## config.mk

```make
export PLATFORM = sky130hd
export DESIGN_NAME = morse_keyer
export DESIGN_NICKNAME = d
export VERILOG_FILES = /design/src/rtl/morse_keyer.sv
export SDC_FILE = /design/constraint.sdc
export NUM_CORES = 1
export LEC_CHECK = 0
export CAP_MARGIN = 5
export CORE_MARGIN = 3
export CORE_UTILIZATION = 25
export CTS_BUF_LIST = sky130_fd_sc_hd__clkbuf_4
export DETAILED_ROUTE_END_ITERATION = 10
export HOLD_SLACK_MARGIN = 0.1
export MAX_ROUTING_LAYER = met4
export PLACE_DENSITY_LB_ADDON = 0.05
export RECOVER_POWER = 25
export SETUP_SLACK_MARGIN = 0.15
export SYNTH_ARGS = -nofsm -noshare
export SYNTH_HDL_FRONTEND = slang
export SYNTH_SLANG_ARGS = --single-unit
```

## constraint.sdc

```tcl
create_clock -name clk -period 2.52 [get_ports clk]
set_clock_uncertainty 0.05 [all_clocks]
set_input_delay 0.504 -clock clk [delete_from_list [all_inputs] [get_ports clk]]
set_output_delay 0.504 -clock clk [all_outputs]
set_load 0.01 [all_outputs]
```

## src/rtl/morse_keyer.sv

```systemverilog
// morse_keyer: turns a raw Morse key into dot/dash/letter-gap/word-gap symbols
// for a 2-bit symbol FIFO, and a raw delete button into single delete strobes.
// Optional sidetone output enabled by defining MORSE_KEYER_SIDETONE_EN
// (adds parameter TONE_HALF_CYCLES); otherwise tone is tied low.
module morse_keyer #(
    parameter int DEBOUNCE_CYCLES   = 500000,
    parameter int DOT_MAX_CYCLES    = 12500000,
    parameter int LETTER_GAP_CYCLES = 25000000,
    parameter int WORD_GAP_CYCLES   = 75000000,
    parameter int CNT_W             = 27
`ifdef MORSE_KEYER_SIDETONE_EN
    ,
    parameter int TONE_HALF_CYCLES  = 25000
`endif
) (
    input  logic       clk,
    input  logic       rst,
    input  logic       key,
    input  logic       del_key,
    input  logic       fifo_full,
    input  logic       fifo_empty,
    output logic       sym_we,
    output logic [1:0] sym_data,
    output logic       sym_del,
    output logic       drop,
    output logic       tone
);

    localparam logic [1:0] SYM_DOT    = 2'b00;
    localparam logic [1:0] SYM_DASH   = 2'b01;
    localparam logic [1:0] SYM_LETTER = 2'b10;
    localparam logic [1:0] SYM_WORD   = 2'b11;

    localparam int DB_W = (DEBOUNCE_CYCLES > 1) ? $clog2(DEBOUNCE_CYCLES + 1) : 1;
    localparam logic [DB_W-1:0]  DB_LAST     = DB_W'(DEBOUNCE_CYCLES - 1);
    localparam logic [CNT_W-1:0] DOT_MAX     = CNT_W'(DOT_MAX_CYCLES);
    localparam logic [CNT_W-1:0] LETTER_LAST = CNT_W'(LETTER_GAP_CYCLES - 1);
    localparam logic [CNT_W-1:0] WORD_LAST   = CNT_W'(WORD_GAP_CYCLES - 1);
    localparam logic [CNT_W-1:0] CNT_MAX     = {CNT_W{1'b1}};

    typedef enum logic [1:0] {
        IDLE  = 2'd0,
        PRESS = 2'd1,
        GAP   = 2'd2
    } state_t;

    // synchronisers
    logic key_s1_q, key_s2_q;
    logic del_s1_q, del_s2_q;

    // debouncers
    logic            key_db_q, key_db_d;
    logic [DB_W-1:0] key_dbc_q, key_dbc_d;
    logic            del_db_q, del_db_d;
    logic [DB_W-1:0] del_dbc_q, del_dbc_d;
    logic            del_prev_q;

    // keying FSM
    state_t           state_q, state_d;
    logic [CNT_W-1:0] cnt_q, cnt_d;
    logic             gap_flag_q, gap_flag_d;
    logic             emit;
    logic [1:0]       emit_sym;

    // output strobes
    logic       sym_we_q, sym_we_d;
    logic [1:0] sym_data_q, sym_data_d;
    logic       sym_del_q, sym_del_d;
    logic       drop_q, drop_d;
    logic       del_pend_q, del_pend_d;
    logic       del_rise;

    // Two-flop synchronisers for the asynchronous key and delete inputs
    always_ff @(posedge clk or posedge rst) begin
        if (rst) begin
            key_s1_q <= 1'b0;
            key_s2_q <= 1'b0;
            del_s1_q <= 1'b0;
            del_s2_q <= 1'b0;
        end else begin
            key_s1_q <= key;
            key_s2_q <= key_s1_q;
            del_s1_q <= del_key;
            del_s2_q <= del_s1_q;
        end
    end

    // Debounce: flip the level only after DEBOUNCE_CYCLES consecutive differing cycles
    always_comb begin
        key_db_d  = key_db_q;
        key_dbc_d = '0;
        if (key_s2_q != key_db_q) begin
            if (key_dbc_q == DB_LAST) begin
                key_db_d = key_s2_q;
            end else begin
                key_dbc_d = key_dbc_q + DB_W'(1);
            end
        end

        del_db_d  = del_db_q;
        del_dbc_d = '0;
        if (del_s2_q != del_db_q) begin
            if (del_dbc_q == DB_LAST) begin
                del_db_d = del_s2_q;
            end else begin
                del_dbc_d = del_dbc_q + DB_W'(1);
            end
        end
    end

    // Next-state logic: classify presses and time releases into gap symbols
    always_comb begin
        state_d    = state_q;
        cnt_d      = cnt_q;
        gap_flag_d = gap_flag_q;
        emit       = 1'b0;
        emit_sym   = SYM_DOT;
        case (state_q)
            IDLE: begin
                if (key_db_q) begin
                    state_d = PRESS;
                    cnt_d   = '0;
                end
            end
            PRESS: begin
                if (!key_db_q) begin
                    emit       = 1'b1;
                    emit_sym   = (cnt_q < DOT_MAX) ? SYM_DOT : SYM_DASH;
                    state_d    = GAP;
                    cnt_d      = '0;
                    gap_flag_d = 1'b0;
                end else if (cnt_q != CNT_MAX) begin
                    cnt_d = cnt_q + CNT_W'(1);
                end
            end
            GAP: begin
                if (key_db_q) begin
                    // a new press abandons the partial gap without a symbol
                    state_d = PRESS;
                    cnt_d   = '0;
                end else begin
                    cnt_d = cnt_q + CNT_W'(1);
                    if (cnt_q == WORD_LAST) begin
                        emit     = 1'b1;
                        emit_sym = SYM_WORD;
                        state_d  = IDLE;
                        cnt_d    = '0;
                    end else if (cnt_q == LETTER_LAST && !gap_flag_q) begin
                        emit       = 1'b1;
                        emit_sym   = SYM_LETTER;
                        gap_flag_d = 1'b1;
                    end
                end
            end
            default: begin
                state_d = IDLE;
                cnt_d   = '0;
            end
        endcase
    end

    // Strobe arbitration: writes win over deletes, a colliding delete waits one cycle
    always_comb begin
        sym_we_d   = emit & ~fifo_full;
        drop_d     = emit & fifo_full;
        sym_data_d = sym_we_d ? emit_sym : 2'b00;
        del_rise   = del_db_q & ~del_prev_q;
        sym_del_d  = 1'b0;
        del_pend_d = 1'b0;
        if (del_rise || del_pend_q) begin
            if (sym_we_d) begin
                del_pend_d = 1'b1;
            end else if (!fifo_empty) begin
                sym_del_d = 1'b1;
            end
        end
    end

    // State, counter and output registers
    always_ff @(posedge clk or posedge rst) begin
        if (rst) begin
            key_db_q   <= 1'b0;
            key_dbc_q  <= '0;
            del_db_q   <= 1'b0;
            del_dbc_q  <= '0;
            del_prev_q <= 1'b0;
            state_q    <= IDLE;
            cnt_q      <= '0;
            gap_flag_q <= 1'b0;
            sym_we_q   <= 1'b0;
            sym_data_q <= 2'b00;
            sym_del_q  <= 1'b0;
            drop_q     <= 1'b0;
            del_pend_q <= 1'b0;
        end else begin
            key_db_q   <= key_db_d;
            key_dbc_q  <= key_dbc_d;
            del_db_q   <= del_db_d;
            del_dbc_q  <= del_dbc_d;
            del_prev_q <= del_db_q;
            state_q    <= state_d;
            cnt_q      <= cnt_d;
            gap_flag_q <= gap_flag_d;
            sym_we_q   <= sym_we_d;
            sym_data_q <= sym_data_d;
            sym_del_q  <= sym_del_d;
            drop_q     <= drop_d;
            del_pend_q <= del_pend_d;
        end
    end

    assign sym_we   = sym_we_q;
    assign sym_data = sym_data_q;
    assign sym_del  = sym_del_q;
    assign drop     = drop_q;

`ifdef MORSE_KEYER_SIDETONE_EN
    localparam int TONE_W = (TONE_HALF_CYCLES > 1) ? $clog2(TONE_HALF_CYCLES + 1) : 1;
    localparam logic [TONE_W-1:0] TONE_LAST = TONE_W'(TONE_HALF_CYCLES - 1);

    logic              tone_q, tone_d;
    logic [TONE_W-1:0] tone_cnt_q, tone_cnt_d;

    // Sidetone square wave while the debounced key is held, silent otherwise
    always_comb begin
        tone_d     = 1'b0;
        tone_cnt_d = '0;
        if (key_db_q) begin
            tone_d = tone_q;
            if (tone_cnt_q == TONE_LAST) begin
                tone_d = ~tone_q;
            end else begin
                tone_cnt_d = tone_cnt_q + TONE_W'(1);
            end
        end
    end

    // Sidetone registers
    always_ff @(posedge clk or posedge rst) begin
        if (rst) begin
            tone_q     <= 1'b0;
            tone_cnt_q <= '0;
        end else begin
            tone_q     <= tone_d;
            tone_cnt_q <= tone_cnt_d;
        end
    end

    assign tone = tone_q;
`else
    assign tone = 1'b0;
`endif

endmodule

```

; Word level (Yosys, flattened, before mapping)
; Cells that the tools add are included.
[word_totals]
in_bits = 6
reg_bits = 81
output_inout_bits = 6
[op_classes]
addsub = 3
n_eq_ne = 16
reduce_logical = 10
mux = 37
bitwise = 5
order_cmp = 1
[op_table]
columns = cell, count
row1 = 27-bit two-way mux, 5
row2 = 27-bit case mux with 3 select lines, 1
row3 = 19-bit two-way mux, 4
row4 = 19-bit by 1-bit adder with 19-bit output (second input constant), 2
row5 = 19-bit equality test (second input constant), 2
row6 = 27-bit by 1-bit adder with 27-bit output (second input constant), 1
row7 = 27-bit by 25-bit equality test with 1-bit output (second input constant), 1
row8 = 27-bit equality test (second input constant), 1
row9 = 27-bit by 24-bit less-than comparator with 1-bit output (second input constant), 1
row10 = 27-bit inequality test (second input constant), 1
row11 = 2-bit two-way mux, 8
row12 = 1-bit two-way mux, 15
row13 = 2-bit inequality test (second input constant), 5
row14 = 3-bit inequality test (second input constant), 2
row15 = 2-bit case mux with 3 select lines, 1
row16 = 2-bit AND reduction, 3
row17 = 5-bit AND reduction, 1
row18 = 1-bit case mux with 2 select lines, 2
row19 = 2-bit case mux with 2 select lines, 1
row20 = 1-bit bitwise AND, 3
row21 = 3-bit AND reduction, 1
row22 = 2-bit by 1-bit equality test with 1-bit output (second input constant), 1
row23 = 2-bit equality test (second input constant), 1
row24 = 2-bit logical NOT, 1
row25 = 6 further kinds, 8

; Longest topological paths before layout
; Gate-level depths: netlist (run 1).
[logic_depth]
word_depth = 9
depth_mapped = 9

; Worst setup path after synthesis (run 1)
; OpenSTA, ideal clock, no wires.
[synth_timing]
path_type = reg2reg
startpoint = reg cnt_q[16]
endpoint = reg cnt_q[18]
synth_period_minus_slack_ns = 2.158
path_buffers = 2
t_arrival_ns = 1.989
required_ns = 2.352
slack_ns = 0.362
setup_time_ns = 0.118
path_stages_with_launch = 9
cell_sequence = dfrtp_1 -> buf_6 -> or4b_4 -> nor4_4 -> a311oi_1 -> o211ai_4 -> buf_6 -> nor3b_1 -> a21o_1
[synth_between]
elab_chain_len = 4
[synth_rtl]
columns = element, line
row1 = start: declaration, 60  ; logic [CNT_W-1:0] cnt_q, cnt_d;
row2 = start signal: assignment, 202  ; cnt_q <= cnt_d;
row3 = 27-bit by 1-bit adder with 27-bit output / 27-bit equality test (equally long branches), "133, 142, 143"
row4 = 27-bit two-way mux (on tied branches), "143, 132"
row5 = 27-bit two-way mux (on tied branches), "137, 126"
row6 = 27-bit case mux with 3 select lines, 118  ; case (state_q)
; Parallel ways exist; a longest one is shown, timed or not. The select of a mux whose other input is x is not followed.
; A chain may end at the register's enable or synchronous reset.

; Worst setup path after layout (run 1)
[layout_timing]
startpoint = reg cnt_q[11]
endpoint = reg cnt_q[21]
; The elaborated chain is that of the path after synthesis.

==> metrics.md, run 1 <==
| Metric | Value |
|---|---|
| Synth Cell Area | `between 4000 and 5000 sq um` |
| Effective utilization at floorplan | `roughly 26%` |
| Area share of the largest cell type after synthesis | `48.5%` |
| Post-Route Setup TNS | `0 ps` |
| Area of the multi-input gates | `around 2000 sq um` |
| Die Wd | `about 140 um` |
| Number of global-route vias before repair | `about 3200` |
| Result of the run | `finished clean` |
| Post-Syn Nets | `approximately 460` |
| Commonest non-fill, non-tap cell in the layout | `dfrtp_1` |
| Net Switching | `between 0.0005 and 0.0006 W` |
| Mean Syn Cell Area | `a little over 9 sq um` |
| Rel. slew slack | `between 40% and 50%` |
| CP Data Required Time | `about 2800 ps` |
| Top library cells by usage in the layout, fill and taps aside | `dfrtp_1 (80), nor2_1 (51), nand2_1 (34), nand3_1 (33), inv_1 (29)` |
| Drt drc | `0` |
| Pins over their slew limit | `0` |
| Clock power frac | `a little under two fifths` |
| Portion of the clock cycle consumed by the worst path in the final layout | `between 90% and 100%` |
| Dominant synthesized flop cell | `dfrtp_1` |
| Power per cell area | `~460 nW/um^2` |
| Aggregate global-route resource usage | `12.9%` |
| Combinational share of power | `between 3 and 4%` |
| Met3 routed wirelength | `approximately 320 um` |
| DRT Pass-1 Iters | `4` |
| HPWL reported at the end of detailed placement | `approximately 7500 um` |
| Worst Path Arrival | `~2600 ps` |
| Input/output buffers | `10` |
| Final routed wire length divided by cell count | `roughly 15 um` |
| Unrepaired setup endpoints after global routing | `no` |
| Clk_lat worst skew | `between 400 and 500 ps` |
| Routability congestion estimate | `between 0.7 and 0.8` |
| Number of sinks driven by the clock tree | `a little over 80` |
| Setup violations, final | `0` |
| Clock Path Buffers | `2` |
| Part of the Yosys area used for sequential elements | `between 40% and 50%` |
| Clock tree from TritonCTS | `done` |
| Detailed-routing wirelength on met1 | `between 5000 and 6000 um` |
| Switching power as a share of total power | `25.5%` |
| Detailed-route via count | `between 3000 and 4000` |
| Max Fclk | `439 MHz` |
| Uppermost signal routing layer after detailed routing | `met4` |
| Initial antenna violation count | `1` |
| Cell types occupying the most area after synthesis | `dfrtp_1 (49%), nor2_1 (4.7%), xor2_1 (4.2%), nand3_1 (4.1%), or3_1 (3.3%)` |
| Net count of the finished layout | `493` |
| Total met2 wirelength after detailed routing | `4620 um` |
| Total Power Consumption | `approximately 0.0022 W` |
| Proportion of power drawn by flip-flops and latches | `roughly 60%` |
| Async set-or-reset flop fraction in the synthesized netlist | `100%` |
| Filler cells | `1721` |
| DIE HEIGHT | `between 100 and 150 um` |
| Transition at the pin with the smallest max-transition slack | `a little under 900 ps` |
| Total area of sequential cells | `around 2000 sq um` |
| Final WL | `approximately 11000 um` |
| Gate Count Post-Synth | `roughly 450` |
| Final hold slack | `306 ps` |
| Hold buffers post-CTS | `0` |
| Dominant cell type by area after synthesis | `dfrtp_1` |
| Maximum number of pins on one net before global-route repair | `40` |
| Overflow left after global routing | `0` |
| Antenna Violating Nets Remaining | `0` |
| Pleak | `between 1.5 and 2 nW` |
| Largest driver fanout on the critical path | `9` |
| Share of the core filled with cells in the final layout | `a little under a third` |
| Power Internal | `between 0.0015 and 0.002 W` |
| CORE AREA | `16100 sq um` |
| Critical path type | `flip-flop to flip-flop` |
| Ratio of routed vias to standard cells | `~4.7` |
| TritonCTS Buffers | `9` |
| Number of core rows | `46` |
| Number of endpoints with negative hold slack in the final report | `0` |
| Clock transition at the register clock pins on the worst setup and hold paths after CTS | `around 150 ps` |
| Ratio of cells with drive above 1 in the final layout | `about an eighth` |
| Die Outline Area | `18300 sq um` |
| Number of DRC violations after detailed-routing iteration 0 | `approximately 130` |
| Flip-flop and latch count after synthesis | `just over 80` |
| Peak supply drop | `about 0.18 mV` |
| Endpoint type of the worst setup path | `flip-flop` |
| Signed area change from the synthesized netlist to the final layout | `16.9%` |
| Final period demand of the worst path | `approximately 2300 ps` |
| Unique masters post-synth | `51` |
| Wire length of the first global-routing pass | `17900 um` |
| Critical path launch point type | `flip-flop` |
| Number of maximum-capacitance violations | `0` |
| Count of flip-flops with a built-in enable after synthesis | `0` |
| Yosys Warn Count | `0` |
| H-tree depth | `3` |
| IO Pins | `12` |
| Clock root buffer master | `clkbuf_4` |
| Hold crit path type | `flip-flop to flip-flop` |
worst max-delay path: stages, from the launching register on:
cell and delay [ps]:
dfrtp_1 450, or3b_4 410, nor4_4 420, a311oi_4 200, o21a_1 250, buf_4 180
a21oi_1 130, o21ai_1 70
area by class of cell:
type | instances | share of cell area [%]
Clock buffer | 11 | 1.69
Sequential cell | 81 | 41.6
Tap cell | 216 | 5.54
Inverter | 30 | 2.33
Timing Repair Buffer | 34 | 6.69
Antenna cell | 2 | 0.103
Clock inverter | 5 | 1.15
Multi-Input combinational cell | 324 | 40.9
power by group through the flow:
stage	Clock [W]	Combinational (W)	Sequential, W
finish	0.000833	0.0000716	0.00132
global route	0.000941	0.0000845	0.00132
CTS	0.000885	0.0000803	0.00132
detailed placement	0	0.0000798	0.00135
global placement	0	0.0000796	0.00135
floorplan	0	0.0000453	0.00134
per-layer routing:
layer  GRT usage [%]  vias to the layer above
li1                -                     1633
met1            18.5                     1593
met4            5.10                        0
met2            18.2                       41
met3            2.15                       15
met5               -                        -
flip-flops by register name, summed over array words and instances (netlist names):
register / flops
drop: 1
sym_del: 1
state_q: 2
del_pend_q: 1
gap_flag_q: 1
key_dbc_q: 19
key_s2_q: 1
key_s1_q: 1
sym_we: 1
del_prev_q: 1
key_db_q: 1
cnt_q: 27
del_dbc_q: 19
del_s2_q: 1
del_s1_q: 1
sym_data: 2
del_db_q: 1
final timing paths:
check	slack (ps)	depth (start not counted)	start	endpoint
worst max-delay path	240	7	cnt_q[11]$_DFFE_PP0P_	cnt_q[21]$_DFFE_PP0P_
worst min-delay path	310	0	del_s1_q$_DFF_PP0_	del_s2_q$_DFF_PP0_
worst max register to register	240	7	cnt_q[11]$_DFFE_PP0P_	cnt_q[21]$_DFFE_PP0P_
worst min register to register	310	0	del_s1_q$_DFF_PP0_	del_s2_q$_DFF_PP0_
max in group asynchronous	690	3	rst	cnt_q[10]$_DFFE_PP0P_
min in group asynchronous	550	2	rst	cnt_q[11]$_DFFE_PP0P_
per-stage QoR:
| step | worst slack [ps] | cells | area [sq um] |
|---|---|---|---|
| 4_1_cts | 167 | 700 | 4830 |
| 6_report | 244 | 703 | 4880 |
| 3_3_place_gp | 152 | 684 | 4690 |
| 2_1_floorplan | 362 | 451 | 4180 |
| 5_1_grt | 136 | 703 | 4880 |
| 3_5_place_dp | 117 | 684 | 4690 |
cells in the mapped netlist (all sizes together), types with 2 or more instances:
master  instances
and3            9
buf             9
xnor2          15
o311ai          3
or4b            2
o21bai          2
a21o            3
nand3          34
o22ai           3
clkbuf          7
nor3b           2
inv            30
and4            7
xor2           20
nand4          14
or2             5
nor2           52
nor4            8
dfrtp          81
o21a            3
and2            3
a21oi          23
ha              7
nor4bb          2
o21ai          26
nand2          34
nor3           10
nor2b           2
or3            22
repair_timing:
action,CTS,global route
hold endpoints to repair,0,0
gates resized for setup,2,12
endpoints found under the setup margin,17,27
gates cloned,0,0
pin swaps,0,3
setup buffers,0,1
logic make-up after synthesis:
kind of cell	synth area share (%)
flops	48.5
compound gates	10.2
other cells	0.0898
buf+inv	4.79
simple gates	26.6
fa+ha+maj	2.10
mux	0.270
xor+xnor	7.34
No activity file was read; power rests on OpenSTA's default activity.
==> run 2, diff against run 1 <==
CORE_UTILIZATION = 40   (was 25)
==> run 2 against run 1 <==
Count of clock-buffer cells in the layout down 2. Sequential power about the same. Largest power group unchanged. Sequential cell count unchanged. First-iteration DRC count up 3.0%.
==> metrics.md, run 2 (synthesis gave the netlist of run 1 again) <==
| Metric | Value |
|---|---|
| Top library cells by usage in the layout, fill and taps aside | `dfrtp_1 (80), nor2_1 (50), nand2_1 (34), nand3_1 (33), inv_1 (29)` |
| Effective utilization at floorplan | `42.0% (+16 points)` |
| Clk_lat worst skew | `420 ps (-40 ps)` |
| Net Switching | `0.000501 W (-12%)` |
| Max Fclk | `439 MHz (-0.14%)` |
| Peak supply drop | `0.236 mV (+31%)` |
| Detailed-routing wirelength on met1 | `4450 um (-20%)` |
| Transition at the pin with the smallest max-transition slack | `1100 ps (+233 ps)` |
| Endpoint type of the worst setup path | `flip-flop` |
| Series of cell instances along the critical path | `or3b_4 > nor4_4 > a311oi_4 > buf_12 > o211ai_4 > buf_4 > o311ai_1` |
| Detailed-route via count | `3328 (+1.4%)` |
| Beginning of the worst register-to-register path | `cnt_q[17]$_DFFE_PP0P_` |
| CP max stage cell | `dfrtp_2` |
| Worst Reg2Reg Path Length in Cells | `7 (unchanged)` |
| Number of endpoints with negative hold slack in the final report | `0 (unchanged)` |
| Commonest non-fill, non-tap cell in the layout | `dfrtp_1` |
| Wire length of the first global-routing pass | `16200 um (-9.4%)` |
| Final hold slack | `299 ps (-6.96 ps)` |
| Ratio of cells with drive above 1 in the final layout | `14.8% (+2.5 points)` |
| Power per cell area | `455 nW/um^2 (-0.23%)` |
| HPWL reported at the end of detailed placement | `6250 um (-16%)` |
| Uppermost signal routing layer after detailed routing | `met4` |
| Aggregate global-route resource usage | `17.8% (+4.9 points)` |
| Result of the run | `finished clean` |
| IO Pins | `12 (unchanged)` |
| Final WL | `9360 um (-12%)` |
| Pins over their slew limit | `0 (unchanged)` |
| Post-Route Setup TNS | `0 ps (unchanged)` |
| Number of maximum-capacitance violations | `0 (unchanged)` |
| Rel. slew slack | `26.5% (-15 points)` |
| Critical path type | `flip-flop to flip-flop` |
| Input/output buffers | `10 (unchanged)` |
| Critical path launch point type | `flip-flop` |
| Clock root buffer master | `clkbuf_4` |
| Pleak | `2.03 nW (+1.9%)` |
| Clock tree from TritonCTS | `done` |
| Hold crit path type | `flip-flop to flip-flop` |
| Hold wc startpoint | `del_s1_q$_DFF_PP0_` |
| Setup slack of the most critical reg-to-reg path | `240 ps (about the same)` |
| Filler cells | `947 (-45%)` |
| Post-route design area | `4890 sq um (+0.15%)` |
| Clock Path Buffers | `2 (unchanged)` |
| Power Internal | `0.00172 W (+4.0%)` |
| Number of global-route vias before repair | `3360 (+3.9%)` |
| Number of DRC violations after detailed-routing iteration 0 | `136 (+3.0%)` |
| Proportion of power drawn by flip-flops and latches | `59.4% (about the same)` |
| Die Wd | `108 um (-20%)` |
| Worst Path Arrival | `2520 ps (-70 ps)` |
| Die Outline Area | `11700 sq um (-36%)` |
| Flip-flop count of the largest register after layout | `27 (unchanged)` |
| Drt drc | `0 (unchanged)` |
| TritonCTS Buffers | `9 (unchanged)` |
| Clock power frac | `37.8% (+0.4 points)` |
| Worst Hold Path Cells | `0 (unchanged)` |
| Combinational share of power | `2.8% (-0.4 points)` |
| Total met2 wirelength after detailed routing | `4530 um (-2.1%)` |
| Initial antenna violation count | `0 (-1)` |
| CP Data Required Time | `2760 ps (-70 ps)` |
| Pre-CTS setup slack | `1.70 ps (-115 ps)` |
| Portion of the clock cycle consumed by the worst path in the final layout | `90.4% (+0.13 points)` |
| Net count of the finished layout | `501 (+1.6%)` |
| Largest register by flop count | `cnt_q` |
| Clock transition at the register clock pins on the worst setup and hold paths after CTS | `140 ps (about the same)` |
| Final period demand of the worst path | `2280 ps (+3.26 ps)` |
| H-tree depth | `3 (unchanged)` |
| Largest driver fanout on the critical path | `6 (-3)` |
| Routability congestion estimate | `0.842 (+8.1%)` |
| DIE HEIGHT | `108 um (-20%)` |
| Final antenna diode count | `0 (-2)` |
| Number of core rows | `36 (-22%)` |
| DRT Pass-1 Iters | `5 (+1)` |
| FF-to-FF End | `cnt_q[10]$_DFFE_PP0P_` |
| Overflow left after global routing | `0 (unchanged)` |
| Final routed wire length divided by cell count | `15.0 um (-1.5%)` |
| Longest individual stage delay on the worst path | `460 ps (about the same)` |
| Signed area change from the synthesized netlist to the final layout | `17.0%` |
| Antenna Violating Nets Remaining | `0 (unchanged)` |
| Number of logic stages on the critical path including buffering | `7 (unchanged)` |
| Min setup slack post-route | `241 ps (-3.26 ps)` |
| Critical path buffer and inverter count | `2 (+1)` |
| Top Registers | `cnt_q (27), del_dbc_q (19), key_dbc_q (19)` |
| Total Power Consumption | `0.00222 W (about the same)` |
| Placed cell area | `4560 sq um (-2.7%)` |
| Number of sinks driven by the clock tree | `81 (unchanged)` |
| Category of cells accounting for the largest share of critical-path delay | `simple AND/OR/NAND/NOR gates` |
| Switching power as a share of total power | `22.5% (-3.0 points)` |
| Maximum number of pins on one net before global-route repair | `82 (+110%)` |
| Unrepaired setup endpoints after global routing | `no` |
| Setup violations, final | `0 (unchanged)` |
| CORE AREA | `9950 sq um (-38%)` |
| Met3 routed wirelength | `214 um (-33%)` |
| Endpoint of the worst hold-timing path | `del_s2_q$_DFF_PP0_` |
| Ratio of routed vias to standard cells | `5.32 (+14%)` |
[run 2: how the worst max path moves through the flow]
| stage | slack, ps | start | to |
|---|---|---|---|
| final | 240 | cnt_q[17]$_DFFE_PP0P_ | cnt_q[10]$_DFFE_PP0P_ |
| after global routing | 130 | state_q[0]$_DFFE_PP0P_ | cnt_q[7]$_DFFE_PP0P_ |
| after CTS | 170 | cnt_q[0]$_DFFE_PP0P_ | cnt_q[24]$_DFFE_PP0P_ |
| after detailed placement | 2 | cnt_q[17]$_DFFE_PP0P_ | cnt_q[2]$_DFFE_PP0P_ |
| after global placement | 60 | cnt_q[17]$_DFFE_PP0P_ | cnt_q[2]$_DFFE_PP0P_ |
| after floorplan | 360 | cnt_q[16]$_DFFE_PP0P_ | cnt_q[18]$_DFFE_PP0P_ |
[run 2: power by group through the flow]
stage	sequential [W]	combinational (W)	clock, W
after floorplan	0.00134	0.0000453	0
after CTS	0.00132	0.0000710	0.000878
after global routing	0.00132	0.0000733	0.000918
after global placement	0.00134	0.0000691	0
final	0.00132	0.0000631	0.000840
after detailed placement	0.00135	0.0000707	0
[run 2: metal layers]
| layer | GRT usage (%) | up-vias |
|---|---|---|
| met3 | 3.40 | 17 |
| met2 | 28.6 | 34 |
| li1 | - | 1646 |
| met1 | 22.8 | 1631 |
| met4 | 5.59 | 0 |
| met5 | - | - |
[run 2: what timing repair did]
item | CTS | global route
setup endpoints to repair | 26 | 28
resized for setup | 5 | 15
hold buffers | 0 | 0
gates cloned | 1 | 0
setup buffers | 1 | 5
pin swaps | 1 | 4
[run 2: area by class of cell]
class | count | area (sq um) | area share, %
inverter | 30 | 116 | 2.38
tap | 133 | 166 | 3.40
multi-input combinational | 325 | 2050 | 42.0
timing repair buffer | 41 | 374 | 7.65
clock inverter | 6 | 83.8 | 1.71
sequential | 81 | 2030 | 41.5
clock buffer | 9 | 67.6 | 1.38
[run 2: metrics by stage]
stage          std cells  util [%]
6_report             625      49.1
5_1_grt              625      49.1
3_5_place_dp         603      45.8
4_1_cts              620      48.0
3_3_place_gp         603      45.8
2_1_floorplan        451         -
[run 2: worst reg2reg max path: cells and delay by family (launching register included)]
kind	cells	cell delay, ps
AO/OA/AOI/OAI	3	490
buffers and inverters	2	360
flip-flops	1	460
AND/OR/NAND/NOR	2	800
==> run 3, diff against run 2 <==
CORE_UTILIZATION = 30   (was 40)
PLACE_DENSITY_LB_ADDON = not set   (was 0.05)
==> run 3 against run 2 <==
Register-to-register slack barely moved. Clock power grew 5.2%. Global-route usage shrank 4.6 points. Critical endpoint is now cnt_q[25]$_DFFE_PP0P_.
==> metrics.md, run 3 (synthesis gave the netlist of run 1 again) <==
| Metric | Value |
|---|---|
| Min setup slack post-route | `250 ps (+9.20 ps)` |
| Overflow left after global routing | `0 (unchanged)` |
| Final antenna diode count | `0 (unchanged)` |
| Antenna Violating Nets Remaining | `0 (unchanged)` |
| Aggregate global-route resource usage | `13.2% (-4.6 points)` |
| CP Data Required Time | `2800 ps (+40 ps)` |
| Drt drc | `0 (unchanged)` |
| Share of the core filled with cells in the final layout | `36.3% (-13 points)` |
| Routability congestion estimate | `0.834 (-0.94%)` |
| Initial antenna violation count | `0 (unchanged)` |
| Total area of sequential cells | `2030 sq um (about the same)` |
| IO Pins | `12 (unchanged)` |
| Pre-CTS setup slack | `86.8 ps (+85.1 ps)` |
| Net count of the finished layout | `495 (-1.2%)` |
| Flip-flop count of the largest register after layout | `27 (unchanged)` |
| CORE AREA | `13500 sq um (+35%)` |
| Clock transition at the register clock pins on the worst setup and hold paths after CTS | `130 ps (about the same)` |
| Pleak | `2.02 nW (-0.39%)` |
| Number of DRC violations after detailed-routing iteration 0 | `238 (+75%)` |
| TritonCTS Buffers | `9 (unchanged)` |
| Hold crit path type | `flip-flop to flip-flop` |
| Final routed wire length divided by cell count | `13.8 um (-8.0%)` |
| Transition at the pin with the smallest max-transition slack | `1150 ps (+51.7 ps)` |
| Die Outline Area | `15400 sq um (+31%)` |
| Clk_lat worst skew | `440 ps (+20 ps)` |
| Largest driver fanout on the critical path | `11 (+5)` |
| Top library cells by usage in the layout, fill and taps aside | `dfrtp_1 (81), nor2_1 (50), nand2_1 (34), nand3_1 (33), inv_1 (29)` |
| Commonest non-fill, non-tap cell in the layout | `dfrtp_1` |
| Total Power Consumption | `0.00227 W (+2.1%)` |
| Peak supply drop | `0.205 mV (-13%)` |
| Final period demand of the worst path | `2270 ps (-9.20 ps)` |
| Max Fclk | `441 MHz (+0.41%)` |
| Portion of the clock cycle consumed by the worst path in the final layout | `90.1% (-0.36 points)` |
| Routing usage on met3 | `2.95% (-0.45 points)` |
| Detailed-route via count | `3334 (+0.18%)` |
| Pins over their slew limit | `0 (unchanged)` |
| Largest register by flop count | `cnt_q` |
| Effective utilization at floorplan | `31.0% (-11 points)` |
| Wire length of the first global-routing pass | `15800 um (-2.7%)` |
| Input/output buffers | `10 (unchanged)` |
| Number of sinks driven by the clock tree | `81 (unchanged)` |
| Critical path type | `flip-flop to flip-flop` |
| Number of core rows | `42 (+17%)` |
| Met2 global-route usage | `21.2% (-7.5 points)` |
| Number of endpoints with negative hold slack in the final report | `0 (unchanged)` |
| H-tree depth | `3 (unchanged)` |
| Ratio of cells with drive above 1 in the final layout | `12.7% (-2.1 points)` |
| Gr busiest metal | `met2` |
| Clock tree from TritonCTS | `done` |
| Clock root buffer master | `clkbuf_4` |
| Number of maximum-capacitance violations | `0 (unchanged)` |
| Hold buffers post-CTS | `0 (unchanged)` |
| Global routing met1 resource utilization | `16.2% (-6.6 points)` |
| Final WL | `9140 um (-2.4%)` |
| Critical path launch point type | `flip-flop` |
| Number of global-route vias before repair | `3358 (-0.060%)` |
| Worst Path Arrival | `2550 ps (+30 ps)` |
| Endpoint type of the worst setup path | `flip-flop` |
| Power per cell area | `465 nW/um^2 (+2.2%)` |
| Rel. slew slack | `22.6% (-3.9 points)` |
| Clock Path Buffers | `2 (unchanged)` |
| Maximum number of pins on one net before global-route repair | `31 (-62%)` |
| Top Registers | `cnt_q (27), del_dbc_q (19), key_dbc_q (19)` |
| Setup violations, final | `0 (unchanged)` |
| Unrepaired setup endpoints after global routing | `no` |
| Ratio of routed vias to standard cells | `5.03 (-5.6%)` |
| Post-Route Setup TNS | `0 ps (unchanged)` |
| HPWL reported at the end of detailed placement | `6160 um (-1.5%)` |
| DRT Pass-1 Iters | `4 (-1)` |
| Result of the run | `finished clean` |
| Signed area change from the synthesized netlist to the final layout | `16.9%` |
| DIE HEIGHT | `124 um (+15%)` |
| Filler cells | `1369 (+45%)` |
| Area of the multi-input gates | `2040 sq um (-0.37%)` |
| Die Wd | `124 um (+15%)` |
[run 3: changes by cell type in the layout (fill, tap and decap cells not counted), sizes merged]
cell and delta:
buf -6, clkinv -3, inv +2, clkbuf +1
clkinvlp +1
[run 3: repair_timing]
action / in CTS / in global routing
buffers inserted: 0 / 6
pin swaps: 1 / 4
setup endpoints to repair: 24 / 27
gates resized for setup: 2 / 12
cloned: 1 / 0
[run 3: critical path, cell delays in order (launching register included)]
cell and delay (ps):
dfrtp_1 440, or3b_4 410, nor4_4 370, a311oi_4 210
o21a_1 260, buf_4 190, a21oi_2 130, o21ai_1 80
[run 3: final timing paths]
kind / end / cells past startpoint / slack (ps) / startpoint
hold reg to reg: del_s2_q$_DFF_PP0_ / 0 / 320 / del_s1_q$_DFF_PP0_
max in group asynchronous: cnt_q[23]$_DFFE_PP0P_ / 3 / 500 / rst
setup / recovery: cnt_q[25]$_DFFE_PP0P_ / 7 / 250 / cnt_q[11]$_DFFE_PP0P_
min in group asynchronous: del_dbc_q[13]$_DFF_PP0_ / 2 / 670 / rst
setup reg to reg: cnt_q[25]$_DFFE_PP0P_ / 7 / 250 / cnt_q[11]$_DFFE_PP0P_
hold / removal: del_s2_q$_DFF_PP0_ / 0 / 320 / del_s1_q$_DFF_PP0_
[run 3: through the flow]
| step | cell area (sq um) | cells | hold slack, ps |
|---|---|---|---|
| after floorplan | 4180 | 451 | 281 |
| after global routing | 4880 | 663 | 337 |
| final | 4880 | 663 | 319 |
| after global placement | 4580 | 640 | 291 |
| after CTS | 4770 | 657 | 324 |
| after detailed placement | 4580 | 640 | 292 |
[run 3: final cells by class]
| class | instances | share of cell area (%) |
|---|---|---|
| Multi-Input combinational cell | 325 | 41.9 |
| Clock inverter | 6 | 1.85 |
| Clock buffer | 10 | 1.54 |
| Timing Repair Buffer | 35 | 6.36 |
| Tap cell | 176 | 4.51 |
| Inverter | 30 | 2.33 |
| Sequential cell | 81 | 41.5 |
[run 3: where the power goes]
group	switching [W]	internal, W
Combinational	0.0000451	0.0000206
Clock	0.000465	0.000418
Sequential	0.00000959	0.00131
Total	0.000520	0.00175
[run 3: metal layers]
metal	part of all wire (%)	wire [um]
met1	47	4280
met2	48	4390
met3	2.8	252
met4	2.3	208
met5	0	0
